--- config.mk ---
export PLATFORM = sky130hd
export DESIGN_NAME = efuse_access_arbiter
export DESIGN_NICKNAME = d
export VERILOG_FILES = /design/src/rtl/efuse_access_arbiter.sv
export SDC_FILE = /design/constraint.sdc
export NUM_CORES = 1
export LEC_CHECK = 0
export ABC_AREA = 1
export ABC_CLOCK_PERIOD_IN_PS = 2200
export CORE_AREA = 4 4 118 120
export DETAILED_ROUTE_END_ITERATION = 10
export DIE_AREA = 0 0 122 124
export PLACE_DENSITY_LB_ADDON = 0.2
export SLEW_MARGIN = 10
export SYNTH_ARGS = -nofsm -noshare
export SYNTH_HDL_FRONTEND = slang
export SYNTH_SLANG_ARGS = --single-unit
export TNS_END_PERCENT = 20
--- constraint.sdc ---
create_clock -name clk -period 2.2 [get_ports clk]
set_input_delay 0.55 -clock clk [delete_from_list [all_inputs] [get_ports clk]]
set_output_delay 0.55 -clock clk [all_outputs]
set_load 0.005 [all_outputs]
--- src/rtl/efuse_access_arbiter.sv ---
// Arbitrates the single efuse_controller command port between the autoload requester (r0)
// and the I2C requester (r1), with a grant-to-done watchdog. Define EFUSE_ARB_RR_EN for round-robin.
module efuse_access_arbiter #(
  parameter int unsigned TIMEOUT_CYC = 4096,
  parameter int unsigned DW          = 32
) (
  input  logic          clk,
  input  logic          rst_n,
  input  logic          r0_req,
  input  logic          r0_wr,
  input  logic [DW-1:0] r0_wdata,
  output logic          r0_done,
  output logic          r0_err,
  output logic [DW-1:0] r0_rdata,
  input  logic          r1_req,
  input  logic          r1_wr,
  input  logic [DW-1:0] r1_wdata,
  output logic          r1_done,
  output logic          r1_err,
  output logic [DW-1:0] r1_rdata,
  output logic          write,
  output logic          read,
  input  logic          ack,
  output logic [DW-1:0] data_write,
  input  logic [DW-1:0] data_read,
  input  logic          wr_done,
  input  logic          rd_done,
  output logic          busy,
  output logic [1:0]    grant
);

  typedef enum logic [1:0] {StIdle, StIssue, StWait, StComplete} state_e;

  localparam logic [11:0] TimeoutLast = 12'(TIMEOUT_CYC - 1);

  state_e        state_q;
  logic [11:0]   cnt_q;
  logic          op_wr_q;
  logic [1:0]    grant_q;
  logic          write_q, read_q, busy_q;
  logic          r0_done_q, r0_err_q, r1_done_q, r1_err_q;
  logic [DW-1:0] r0_rdata_q, r1_rdata_q, data_write_q;

  logic pick0, pick1, sel_wr, done_match, timeout, fin_ok, fin_err;

`ifdef EFUSE_ARB_RR_EN
  logic last_q;
  // On a tie, the requester that did not own the port last time wins.
  assign pick1 = r1_req && (!r0_req || !last_q);
`else
  assign pick1 = r1_req && !r0_req;
`endif
  assign pick0  = r0_req && !pick1;
  assign sel_wr = pick1 ? r1_wr : r0_wr;

  assign done_match = op_wr_q ? wr_done : rd_done;
  assign timeout    = (cnt_q == TimeoutLast);
  // Ack and done together in ISSUE is taken as a complete handshake.
  assign fin_ok  = ((state_q == StIssue && ack) || state_q == StWait) && done_match;
  assign fin_err = (state_q == StIssue || state_q == StWait) && timeout && !fin_ok;

  always_ff @(posedge clk or negedge rst_n) begin
    if (!rst_n) begin
      state_q      <= StIdle;
      cnt_q        <= '0;
      op_wr_q      <= 1'b0;
      grant_q      <= 2'b00;
      write_q      <= 1'b0;
      read_q       <= 1'b0;
      busy_q       <= 1'b0;
      r0_done_q    <= 1'b0;
      r0_err_q     <= 1'b0;
      r1_done_q    <= 1'b0;
      r1_err_q     <= 1'b0;
      r0_rdata_q   <= '0;
      r1_rdata_q   <= '0;
      data_write_q <= '0;
`ifdef EFUSE_ARB_RR_EN
      last_q       <= 1'b0;
`endif
    end else begin
      r0_done_q <= 1'b0;
      r0_err_q  <= 1'b0;
      r1_done_q <= 1'b0;
      r1_err_q  <= 1'b0;
      if (fin_ok || fin_err) begin
        write_q   <= 1'b0;
        read_q    <= 1'b0;
        r0_done_q <= grant_q[0];
        r1_done_q <= grant_q[1];
        r0_err_q  <= grant_q[0] && fin_err;
        r1_err_q  <= grant_q[1] && fin_err;
        if (fin_ok && !op_wr_q) begin
          if (grant_q[0]) r0_rdata_q <= data_read;
          else            r1_rdata_q <= data_read;
        end
        state_q <= StComplete;
      end else begin
        unique case (state_q)
          StIdle: begin
            if (pick0 || pick1) begin
              grant_q      <= pick1 ? 2'b10 : 2'b01;
              op_wr_q      <= sel_wr;
              data_write_q <= sel_wr ? (pick1 ? r1_wdata : r0_wdata) : '0;
              write_q      <= sel_wr;
              read_q       <= !sel_wr;
              busy_q       <= 1'b1;
              cnt_q        <= '0;
              state_q      <= StIssue;
            end
          end
          StIssue: begin
            cnt_q <= cnt_q + 12'd1;
            if (ack) begin
              write_q <= 1'b0;
              read_q  <= 1'b0;
              state_q <= StWait;
            end
          end
          StWait: begin
            cnt_q <= cnt_q + 12'd1;
          end
          StComplete: begin
            grant_q      <= 2'b00;
            busy_q       <= 1'b0;
            data_write_q <= '0;
`ifdef EFUSE_ARB_RR_EN
            last_q       <= grant_q[1];
`endif
            state_q      <= StIdle;
          end
          default: state_q <= StIdle;
        endcase
      end
    end
  end

  assign r0_done    = r0_done_q;
  assign r0_err     = r0_err_q;
  assign r0_rdata   = r0_rdata_q;
  assign r1_done    = r1_done_q;
  assign r1_err     = r1_err_q;
  assign r1_rdata   = r1_rdata_q;
  assign write      = write_q;
  assign read       = read_q;
  assign data_write = data_write_q;
  assign busy       = busy_q;
  assign grant      = grant_q;

endmodule

# --- Word level (Yosys, flattened, before mapping) ---
# Cells that the tools add are included.
totals:
  register_bits: 120
  latch_bits: 0
  ramBits: 0
  romBits: 0
  input_bits: 105
  wordCells: 83
  mem_count: 0
classes:
  add_sub_neg: 1
  multipliers: 0
  div_mod_pow: 0
  magnitude_cmp: 0
  eq_ne: 7
  shifts: 0
  n_mux: 28
  n_bitwise: 2
  n_reduce_logical: 31
op_table:
  columns: ["op", "count"]
  rows:
  - ["$mux W32", 3]
  - ["$pmux W32 S2", 1]
  - ["$pmux W12 S2", 1]
  - ["$reduce_and A3 Y1", 7]
  - ["$add A12 B1 Y12 const B", 1]
  - ["$eq A12 B12 Y1 const B", 1]
  - ["$mux W1", 12]
  - ["$mux W12", 1]
  - ["$mux W2", 5]
  - ["$logic_and A1 B1 Y1", 9]
  - ["$pmux W1 S2", 3]
  - ["$pmux W2 S3", 1]
  - ["$logic_not A1 Y1", 5]
  - ["$eq A2 B2 Y1 const B", 2]
  - ["$logic_or A1 B1 Y1", 4]
  - ["$pmux W2 S2", 1]
  - ["$reduce_bool A2 Y1", 2]
  - ["$reduce_bool A4 Y1", 1]
  - ["$ne A3 B2 Y1 const B", 1]
  - ["$ne A3 B3 Y1 const B", 1]
  - ["$reduce_bool A3 Y1", 1]
  - ["$eq A2 B1 Y1 const B", 1]
  - ["$logic_not A2 Y1", 1]
  - ["$ne A2 B2 Y1 const B", 1]
  - ["2 further kinds", 3]

# --- Depth between registers and ports, before layout ---
# Gate-level depths: netlist of run 1.
logic_depth:
  depth_word: 9
  mapped_depth: 12
  ltp_nobuf: 11

# --- Least setup slack after synthesis of run 1 ---
# No wires, ideal clock.
synth_path:
  path_kind: "register to register"
  start: "reg state_q[0]"
  end: "reg cnt_q[3]"
  setup_time_ps: 118
  t_arrival_ps: 1629
  required_ps: 2082
  setup_slack_ps: 453
  path_stages_with_launch: 13
  period_less_slack_ps: 1747
  cell_sequence: "dfrtp_1 inv_1 ha_1 buf_6 nand2_1 inv_1 nand2_1 nor2_4 nor2_4 nand3_4 buf_6 nand2_1 o21ai_2"
synth_between:
  elab_chain_cells: 9
  word_cells_on_any_way: 17
  classes_between: "eq/ne: 3; mux: 1; bitwise: 1; reduce/logical: 12"
synth_rtl:
  columns: ["element", "line_no", "text"]
  rows:
  - ["from (decl)", "36", "state_e state_q;"]
  - ["from (signal assigned)", "64", "state_q <= StIdle;"]
  - ["from (signal assigned)", "97", "state_q <= StComplete;"]
  - ["from (signal assigned)", "109", "state_q <= StIssue;"]
  - ["$eq A2 B1 Y1", "59, 60, 99", null]
  - ["$logic_and A1 B1 Y1", "59", "assign fin_ok = ((state_q == StIssue && ack) || state_q == StWait) && done_match;"]
  - ["$logic_or A1 B1 Y1", "59", null]
  - ["$logic_and A1 B1 Y1", "59", null]
  - ["$logic_not A1 Y1", "60", "assign fin_err = (state_q == StIssue || state_q == StWait) && timeout && !fin_ok;"]
  - ["$logic_and A1 B1 Y1", "60", null]
  - ["$logic_or A1 B1 Y1", "86", "if (fin_ok || fin_err) begin"]
  - ["$not A1 Y1 (no source line)", null, null]
  - ["$reduce_and A3 Y1 (no source line)", null, null]
  - ["to (signal assigned)", "113", "cnt_q <= cnt_q + 12'd1;"]
  - ["to (signal assigned)", "121", "cnt_q <= cnt_q + 12'd1;"]
  - ["to (decl)", "37", "logic [11:0] cnt_q;"]
# Parallel ways exist; a longest one is shown, timed or not.
# A chain may end at the register's enable or synchronous reset.

# --- Final worst setup path of run 1 ---
layout_path:
  start: "reg grant_q[0], in the netlist grant[0]"
  end: "out grant[0]"
layout_rtl:
  columns: ["element", "line_no", "text"]
  rows:
  - ["from (decl)", "39", "logic [1:0] grant_q;"]
  - ["from (signal assigned)", "102", "grant_q <= pick1 ? 2'b10 : 2'b01;"]
  - ["to (decl)", "29", "output logic [1:0] grant"]
# No word-level cell between the ends.

==> run metrics, run 1 <==
post-layout min period=1.912 ns; pin count of the biggest net entering global routing=65; final hold vios=0; GRT Total Usage=20.33%; first-pass GRT wire length=24630 um; Finished Layout Cells=1076; CTS tree=built; hpwl dp=11540 um; WP data arrival=1.36 ns; Hold Crit Class=primary input to asynchronous set/reset pin; Setup Buffers After CTS=0; worst slack at placement=0.08468 ns; CTS Buf Count=17; RSZ-0062 raised after global routing=false; CTS max path bufs=2; share of flip-flops with an asynchronous set or reset=100.0%; synthesized flop and latch total=120; number of max-cap violations=0; Yosys top cell area share=52.98%; last weighted congestion value of the routability-driven placer=0.8449; Leakage Power=4.036 nW; Slew @ Worst Pin=0.6009 ns; clock skew=0.009871 ns; drt drc=0; VDD IR max=0.6569 mV; Warnings, synthesis=0; number of synthesized flops with an enable pin=0; worst-path cell chain=clkdlybuf4s50_1; Post-CTS Hold Fix Bufs=0; crit-path max cell delay=0.56 ns; Nets=999; CP bufs+invs=1; Area contributors post-synth=dfrtp_1 (53%), nand2_1 (17%), o21ai_0 (6.0%), o21ai_2 (4.6%), o21ai_1 (3.8%); WS Path Type=flop to output pin; synthesis-to-layout area growth=51.24%; max frequency=0.5230 GHz; Syn Area/Cell=8.397 um2; largest area contributor in the netlist=dfrtp_1; PnR Total Power=11.22 mW; worst-path fanout max=3; drt pass-1 iters=5; slowest CP cell=clkdlybuf4s50_1; CTS Sinks=120; Ports=210; row count=42; post-synth design cell area=5668 um2; layout cells sized above 1=10.22%; H-tree levels=4; startpoint types=flop; CTS clk-pin slew, worst paths=0.05 ns; via count=5280; ANT cells=0; placed cells=1046; wire length per cell=14.27 um; Worst slew margin=59.94%; initial antenna violation count=0; most common cell in the netlist=nand2_1; CP delay by family, top=buffers and inverters; fin crit share=86.91%; Primary FF master, synth=dfrtp_1; Distinct cells, synth=29; outcome=complete, no violations; DIE AREA=15130 um2; final setup vio count=0; routed vias/inst=4.907; Critical Path End Type=output pin; worst-skew pair later-pin latency=0.40 ns; Antenna Violating Nets Remaining=0; Core ar.=12980 um2; Iter 0 DRT Violations=435; PortBufs=209; die height=124 um; total detailed-routing wirelength=15360 um; total grt overflow=0; Post-Synthesis Net Count=785; number of global-route vias before repair=5170; setup tns final=0 ns; sequential area share after synthesis=52.98%; number of gates resized after cts=0; Post-Synthesis Cells=675; Die Wd=122 um; Post-synth top cells=nand2_1 (254), dfrtp_1 (120), o21ai_0 (68); post-route setup slack=0.2880 ns; initial core utilization=43.67%; CP Data Required Time=1.65 ns; clock root buffer=clkbuf_16; Final Slew Violations=0; PwrDens=1309 nW/um2
## registers in the layout (all words and copies together) (netlist names)
signal	flops
data_write	32
r0_rdata	32
r1_rdata	32
cnt_q	12
grant	2
state_q	2
busy	1
op_wr_q	1
r0_done	1
r0_err	1
r1_done	1
r1_err	1
read	1
write	1
## logic make-up after synthesis
family                   share of synthesized area, %
AO/OA/AOI/OAI                                   15.32
XOR/XNOR                                       0.6182
adder cells (fa/ha/maj)                         1.104
buffers and inverters                           7.484
flip-flops                                      52.98
AND/OR/NAND/NOR                                 22.49
## per-layer routing
layer,part of all wire [%],track usage [%],vias to the layer above
met3,8.0,5.995,19
met1,44,27.05,2483
met5,0,0,-
li1,-,-,2581
met2,46,32.29,197
met4,1.6,6.303,0
## worst reg2reg max path, cell delays in order (launching register included)
cell,delay (ns)
dfrtp_1,0.39
inv_1,0.08
ha_1,0.25
nand2_1,0.09
nand2_1,0.06
nand2_2,0.09
buf_4,0.14
nand2_4,0.06
nor2_4,0.12
nand2_2,0.09
buf_4,0.17
o21ai_0,0.18
## power by group
group | internal (mW) | switching, mW
Combinational | 2.56 | 2.27
Sequential | 3.12 | 0.540
Clock | 1.82 | 0.909
## placed cells by master, fill, tap and decap left out, types with 2 or more instances in the layout
master             n
clkinv_2           4
nor2_1            23
inv_1             51
inv_2              3
clkbuf_1           2
o2111ai_1          2
o22ai_1            2
clkinvlp_4         2
buf_4             13
bufinv_16          3
o21ai_2           30
clkbuf_16         17
dfrtp_1          120
o21ai_1           43
o21ai_0           68
nand2_1          254
clkbuf_8           2
nor2_4             3
o21bai_1           2
ha_1               5
nand4_1            3
nand3_1           19
clkdlybuf4s50_1  208
nand2_2            4
xor2_1             3
buf_12             7
## stage by stage
step | area, um2 | utilization, % | hold WS [ns]
floorplan | 5668 | - | 0.2544
global placement | 7986 | 61.53 | 0.4636
detailed placement | 7986 | 61.53 | 0.4692
CTS | 8572 | 66.04 | 0.1748
global route | 8572 | 66.04 | 0.2026
finish | 8572 | 66.04 | 0.1626
## area by class of cell
class	count	area (um2)
Clock buffer	21	460.4
Tap cell	176	220.2
Multi-Input combinational cell	468	2241
Clock inverter	9	125.1
Timing Repair Buffer	228	2320
Inverter	54	202.7
Sequential cell	120	3003
Fill cell	1083	4408
## worst paths after layout
kind | start | endpoint | slack, ns | cells after the start
hold / removal | rst_n | cnt_q[2] | 0.16 | 1
setup / recovery | grant[0] | grant[0] | 0.29 | 1
max in group asynchronous | rst_n | r1_done | 1.40 | 2
setup reg to reg | state_q[1] | data_write[25] | 0.37 | 11
hold reg to reg | r1_rdata[8] | r1_rdata[8] | 0.48 | 2
min in group clk | r1_rdata[8] | r1_rdata[8] | 0.48 | 2
Note: power is estimated with default switching activity, not from simulation.
==> run 2, diff against run 1 <==
--- a/config.mk
+++ b/config.mk
@@ -7,6 +7,7 @@
 export LEC_CHECK = 0
 export ABC_AREA = 1
 export ABC_CLOCK_PERIOD_IN_PS = 2200
+export CAP_MARGIN = 20
 export CORE_AREA = 4 4 118 120
 export DETAILED_ROUTE_END_ITERATION = 10
 export DIE_AREA = 0 0 122 124
==> results of run 2 <==
No change in the layout: final DEF, timing and power equal those of run 1.
